--- src/rtl/fp_div_8_16_32_seq.sv ---
// Sequential radix-2 restoring mantissa divider for FP8/FP16/FP32 (hidden bit included).
// Produces one quotient bit per cycle and registers a normalized, truncated quotient with EXP_ADJ and STICKY flags.
module fp_div_8_16_32_seq #(
   parameter int WIDTH = 24,
   parameter int CFG_W = 2
) (
   input  logic             clk,
   input  logic             rst,
   input  logic [CFG_W-1:0] CONFIG_FP,
   input  logic [WIDTH-1:0] IN1,
   input  logic [WIDTH-1:0] IN2,
   input  logic             IN_VALID,
   output logic             IN_READY,
   output logic [WIDTH-1:0] OUT,
   output logic             EXP_ADJ,
   output logic             STICKY,
   output logic             ERR,
   output logic             OUT_VALID,
   input  logic             OUT_READY
);

   localparam int RW = WIDTH + 2;
   localparam int QW = WIDTH + 1;
   localparam int CW = $clog2(WIDTH + 2);

   typedef enum logic [1:0] {S_IDLE, S_BUSY, S_DONE} state_t;

   state_t           r_state;
   state_t           w_state_next;
   logic [WIDTH-1:0] r_b;
   logic [RW-1:0]    r_rem;
   logic [QW-1:0]    r_q;
   logic [CW-1:0]    r_cnt;
   logic [CW-1:0]    r_m;
   logic             r_bad_in;
   logic [WIDTH-1:0] r_out;
   logic             r_exp_adj;
   logic             r_sticky;
   logic             r_err;

   logic [CW-1:0]    w_m_in;
   logic [WIDTH-1:0] w_in_mask;
   logic             w_hidden_ok;
   logic             w_ge;
   logic [RW-1:0]    w_rem_sub;
   logic [RW-1:0]    w_rem_next;
   logic [QW-1:0]    w_q_next;
   logic             w_last;
   logic             w_q_top;
   logic [WIDTH-1:0] w_res_out;
   logic             w_res_sticky;
   logic [WIDTH-1:0] w_ones;

   // Mantissa width M for the requested format; the reserved code falls back to FP32.
   always_comb begin
      case (CONFIG_FP)
         2'b00:   w_m_in = CW'(4);
         2'b01:   w_m_in = CW'(11);
         default: w_m_in = CW'(24);
      endcase
   end

   assign w_in_mask   = ~({WIDTH{1'b1}} << w_m_in);
   assign w_hidden_ok = IN1[w_m_in - CW'(1)] & IN2[w_m_in - CW'(1)];

   // One restoring step: compare, conditionally subtract, shift the partial remainder.
   assign w_ge         = (r_rem >= {2'b00, r_b});
   assign w_rem_sub    = w_ge ? (r_rem - {2'b00, r_b}) : r_rem;
   assign w_rem_next   = {w_rem_sub[RW-2:0], 1'b0};
   assign w_q_next     = {r_q[QW-2:0], w_ge};
   assign w_last       = (r_cnt == r_m);
   assign w_q_top      = w_q_next[r_m];
   assign w_res_out    = w_q_top ? w_q_next[WIDTH:1] : w_q_next[WIDTH-1:0];
   assign w_res_sticky = (w_q_top & w_q_next[0]) | (w_rem_next != '0);
   assign w_ones       = ~({WIDTH{1'b1}} << r_m);

   always_ff @(posedge clk or posedge rst) begin
      if (rst) r_state <= S_IDLE;
      else     r_state <= w_state_next;
   end

   // NOTE: every output of this block gets a default first so no latch is inferred on any path.
   always_comb begin
      w_state_next = r_state;
      IN_READY     = 1'b0;
      OUT_VALID    = 1'b0;
      case (r_state)
         S_IDLE: begin
            IN_READY = 1'b1;
            if (IN_VALID) w_state_next = S_BUSY;
         end
         S_BUSY: begin
            if (w_last) w_state_next = S_DONE;
         end
         S_DONE: begin
            OUT_VALID = 1'b1;
            if (OUT_READY) w_state_next = S_IDLE;
         end
         default: w_state_next = S_IDLE;
      endcase
   end

   // NOTE: sequential state uses non-blocking assignments so all registers update from pre-edge values.
   always_ff @(posedge clk or posedge rst) begin
      if (rst) begin
         r_b       <= '0;
         r_rem     <= '0;
         r_q       <= '0;
         r_cnt     <= '0;
         r_m       <= '0;
         r_bad_in  <= 1'b0;
         r_out     <= '0;
         r_exp_adj <= 1'b0;
         r_sticky  <= 1'b0;
         r_err     <= 1'b0;
      end else begin
         case (r_state)
            S_IDLE: begin
               if (IN_VALID) begin
                  r_rem    <= {2'b00, IN1 & w_in_mask};
                  r_b      <= IN2 & w_in_mask;
                  r_q      <= '0;
                  r_cnt    <= '0;
                  r_m      <= w_m_in;
                  r_bad_in <= ~w_hidden_ok;
               end
            end
            S_BUSY: begin
               r_rem <= w_rem_next;
               r_q   <= w_q_next;
               r_cnt <= r_cnt + CW'(1);
               if (w_last) begin
                  if (r_bad_in) begin
                     r_out     <= w_ones;
                     r_exp_adj <= 1'b0;
                     r_sticky  <= 1'b0;
                     r_err     <= 1'b1;
                  end else begin
                     r_out     <= w_res_out;
                     r_exp_adj <= ~w_q_top;
                     r_sticky  <= w_res_sticky;
                     r_err     <= 1'b0;
                  end
               end
            end
            default: ;
         endcase
      end
   end

   assign OUT     = r_out;
   assign EXP_ADJ = r_exp_adj;
   assign STICKY  = r_sticky;
   assign ERR     = r_err;

endmodule

--- config.mk ---
export PLATFORM = sky130hd
export DESIGN_NAME = fp_div_8_16_32_seq
export DESIGN_NICKNAME = d
export VERILOG_FILES = /design/src/rtl/fp_div_8_16_32_seq.sv
export SDC_FILE = /design/constraint.sdc
export NUM_CORES = 1
export LEC_CHECK = 0
export CELL_PAD_IN_SITES_DETAIL_PLACEMENT = 0
export CELL_PAD_IN_SITES_GLOBAL_PLACEMENT = 1
export CORE_MARGIN = 5
export CORE_UTILIZATION = 35
export CTS_CLUSTER_DIAMETER = 150
export CTS_CLUSTER_SIZE = 30
export DETAILED_ROUTE_END_ITERATION = 10
export GPL_TIMING_DRIVEN = 0
export PLACE_DENSITY_LB_ADDON = 0.1
export SLEW_MARGIN = 40
export SYNTH_ARGS = -nofsm -noshare
export SYNTH_HDL_FRONTEND = slang
export SYNTH_SLANG_ARGS = --single-unit
--- constraint.sdc ---
create_clock -name clk -period 4.2 [get_ports clk]
set_clock_uncertainty 0.05 [all_clocks]
set_input_delay 0.42 -clock clk [delete_from_list [all_inputs] [get_ports clk]]
set_output_delay 0.42 -clock clk [all_outputs]
set_load 0.02 [all_outputs]
==> flow_summary.ini, run 1 <==
[clock_network]
clk_path_buf_depth = 2
cts-resized-gates = 0
cts_hold_buf = 0
htree_levels = 4
post_cts_buffers = 0
cts_root_buf = clkbuf_16
cts_tree = done
clk_latency_ns = 0.43
path_clk_slew_ns = 0.06
cts_sinks = 113
cts_buffers = 17

[place]
gp_congestion = 0.871
dp_cells = 1208
port_buffers = 82
dpl.hpwl_um = 18400

[global_routing]
grtUsageMet1_pct = 26.8
antenna_found_initial = 0
grt_util_all_layers_pct = 21.0
grt_pass1_vias = 6747
busiest_layer = met2
use_met2_pct = 36.3
grt_max_degree = 60
gr-total-overflow = 0
grt_pass1_wl_um = 38900
grtUsageMet3_pct = 2.65

[setup_path]
r2r_setup_slack_ns = 0.59
required_ns = 4.42
path_max_fanout = 8
cp-startpoint = r_rem[0]$_DFFE_PP0P_
endpoint = STICKY$_DFFE_PP0P_
r2r_start = r_rem[0]$_DFFE_PP0P_
critPathArrivalTime_ns = 3.83
rr_worst_depth = 13
start_kind = flip-flop
path_class = flip-flop to flip-flop
end_kind = flip-flop
r2r-end = STICKY$_DFFE_PP0P_

[sta]
relSlewSlack_pct = 43.6
fmax_ghz = 0.277
slew_violations = 0
min_period_ns = 3.61
fin_crit_sh_pct = 85.9
setup_viol = 0
worst_pin_slew_ns = 0.846
rsz0062_at_grt = false
hold_viol = 0

[logic_synthesis]
postSynthAreaPerCell_um2 = 8.55
synth.distinct_cells = 79
synthArstFlopShare_pct = 100
yosysWarnings = 0
synth-edff-count = 0
synth_seq_cells = 113
ys_seq_area_share_pct = 38.7
synth_ff_type = dfrtp_1
synthesis.area_mm2 = 0.00731
synthCells = 855
synth_fp_nets = 937

[layout]
final_cell_mix = nand2_1 (118), dfrtp_1 (113), o21ai_0 (87)
layout.nets = 1039
num_antenna_cells = 0
area.growth.synth_to_final_pct = 24.6
layout_commonest_cell = nand2_1
drive_above_1_share_pct = 8.25
final_util_pct = 44.6
instances_no_fill = 1240

[drt]
drt_first_pass_iters = 5
vias = 6679
drtAntennaViolNets = 0
via_per_inst = 5.39
wl_per_cell_um = 19.9
drt_iter0_markers = 341
drc = 0
drt-total-wl_um = 24700

[flow_run]
maxCapViolations = 0

[power]
combPwrFrac_pct = 62.5
switching_share_pct = 48.9
switching_power_mw = 4.68
peakVddDrop_mv = 0.357
seqPwrFrac_pct = 21.5
p_int_mw = 4.89
p_leak_nw = 3.80
power_density_mw_per_mm2 = 1050
pwr-share-clk_pct = 16.0

[worst_hold_path]
hold_path_class = primary input to async pin

[floorplanning]
io_pins = 83
start_util_pct = 35.8
die_y_um = 155
die-area_mm2 = 0.0239
core_area_mm2 = 0.0204
placementRows = 52
die_width_um = 155

[outcome]
outcome = finished, final reports clean
[state kept, by name (all words and copies together) (netlist names)]
register / count
ERR: 1
EXP_ADJ: 1
OUT: 24
STICKY: 1
r_b: 24
r_bad_in: 1
r_cnt: 5
r_m: 4
r_q: 24
r_rem: 26
r_state: 2
[worst min-delay path by stage]
| stage | cells after the start | end | startpoint |
|---|---|---|---|
| 2_1_floorplan | 2 | r_rem[25]$_DFFE_PP0P_ | r_rem[25]$_DFFE_PP0P_ |
| 3_3_place_gp | 1 | ERR$_DFFE_PP0P_ | ERR$_DFFE_PP0P_ |
| 3_5_place_dp | 2 | OUT[4]$_DFFE_PP0P_ | OUT[4]$_DFFE_PP0P_ |
| 4_1_cts | 2 | EXP_ADJ$_DFFE_PP0P_ | rst |
| 5_1_grt | 2 | OUT[8]$_DFFE_PP0P_ | rst |
| 6_report | 2 | EXP_ADJ$_DFFE_PP0P_ | rst |
[cell usage after synthesis, drive strengths merged, types with 12 or more instances]
master,count,area (µm²)
a21o,12,90.1
inv,41,154
mux2i,33,330
nand2,120,455
o211ai,17,141
a21oi,46,253
nand3,51,265
xor2,12,105
nor3,20,110
nor2,51,191
clkbuf,34,128
ha,27,338
o21ai,99,499
buf,24,156
dfrtp,113,2830
and3,12,75.1
[stage by stage]
step	hold WS (ns)	area [µm²]	TNS, ns	worst slack [ns]	total power [mW]
floorplan	0.411	7310	0	0.743	6.25
global placement	0.409	8470	-137.27	-1.23	8.02
detailed placement	0.413	8510	0	0.671	8.03
CTS	0.386	9120	0	0.599	9.60
global route	0.425	9120	0	0.364	10.3
finish	0.374	9120	0	0.591	9.57
[worst max-delay path: stages, from the launching register on]
cell and delay, ns:
dfrtp_1 0.43, inv_1 0.08, ha_1 0.17, inv_1 0.06
fa_1 0.43, a21oi_2 0.22, o211ai_4 0.19, a2111oi_4 0.43
a21oi_2 0.13, a2111oi_2 0.40, xnor2_1 0.23, nand3_1 0.13
a211oi_1 0.36, a41oi_2 0.15
[power groups by stage]
stage,clock (mW),sequential [mW],combinational (mW)
after global placement,0,2.07,5.95
final,1.53,2.06,5.98
after global routing,1.59,2.13,6.58
after detailed placement,0,2.08,5.96
after CTS,1.55,2.06,5.99
after floorplan,0,2.06,4.19
[layout make-up]
cell class	count	area, µm²
fillers	2116	11300
multi-input cells	642	4050
flip-flops and latches	113	2830
repair buffers	83	848
clock buffers	18	429
well taps	270	338
plain buffers	58	285
clock inverters	14	179
inverters	42	165
[cells by family (layout without fill, tap and decap cells)]
family          after synthesis  in the layout  share of synthesized area, %
buf+inv                     100            215                          6.04
mux                          38             38                          5.29
simple gates                302            302                          19.6
xor+xnor                     19             19                          2.28
compound gates              255            255                          23.2
flops                       113            113                          38.7
fa+ha+maj                    28             28                          4.89
[layer usage]
layer	up-vias	part of all wire [%]	wire length, µm
li1	3281	-	-
met1	3232	45	11100
met2	137	50	12300
met3	29	3.1	762
met4	0	2.1	515
met5	-	0	0
Power figures use the tool's default switching activity.
==> inputs of run 2 (changes only) <==
--- a/constraint.sdc
+++ b/constraint.sdc
@@ -3,3 +3,3 @@
 set_input_delay 0.42 -clock clk [delete_from_list [all_inputs] [get_ports clk]]
 set_output_delay 0.42 -clock clk [all_outputs]
-set_load 0.02 [all_outputs]
+set_load 0.01 [all_outputs]
==> results of run 2 <==
Same layout as run 1 (identical final DEF). Status: finished, final reports clean.
Among the figures that moved: total power 9.57 mW -> 9.47 mW
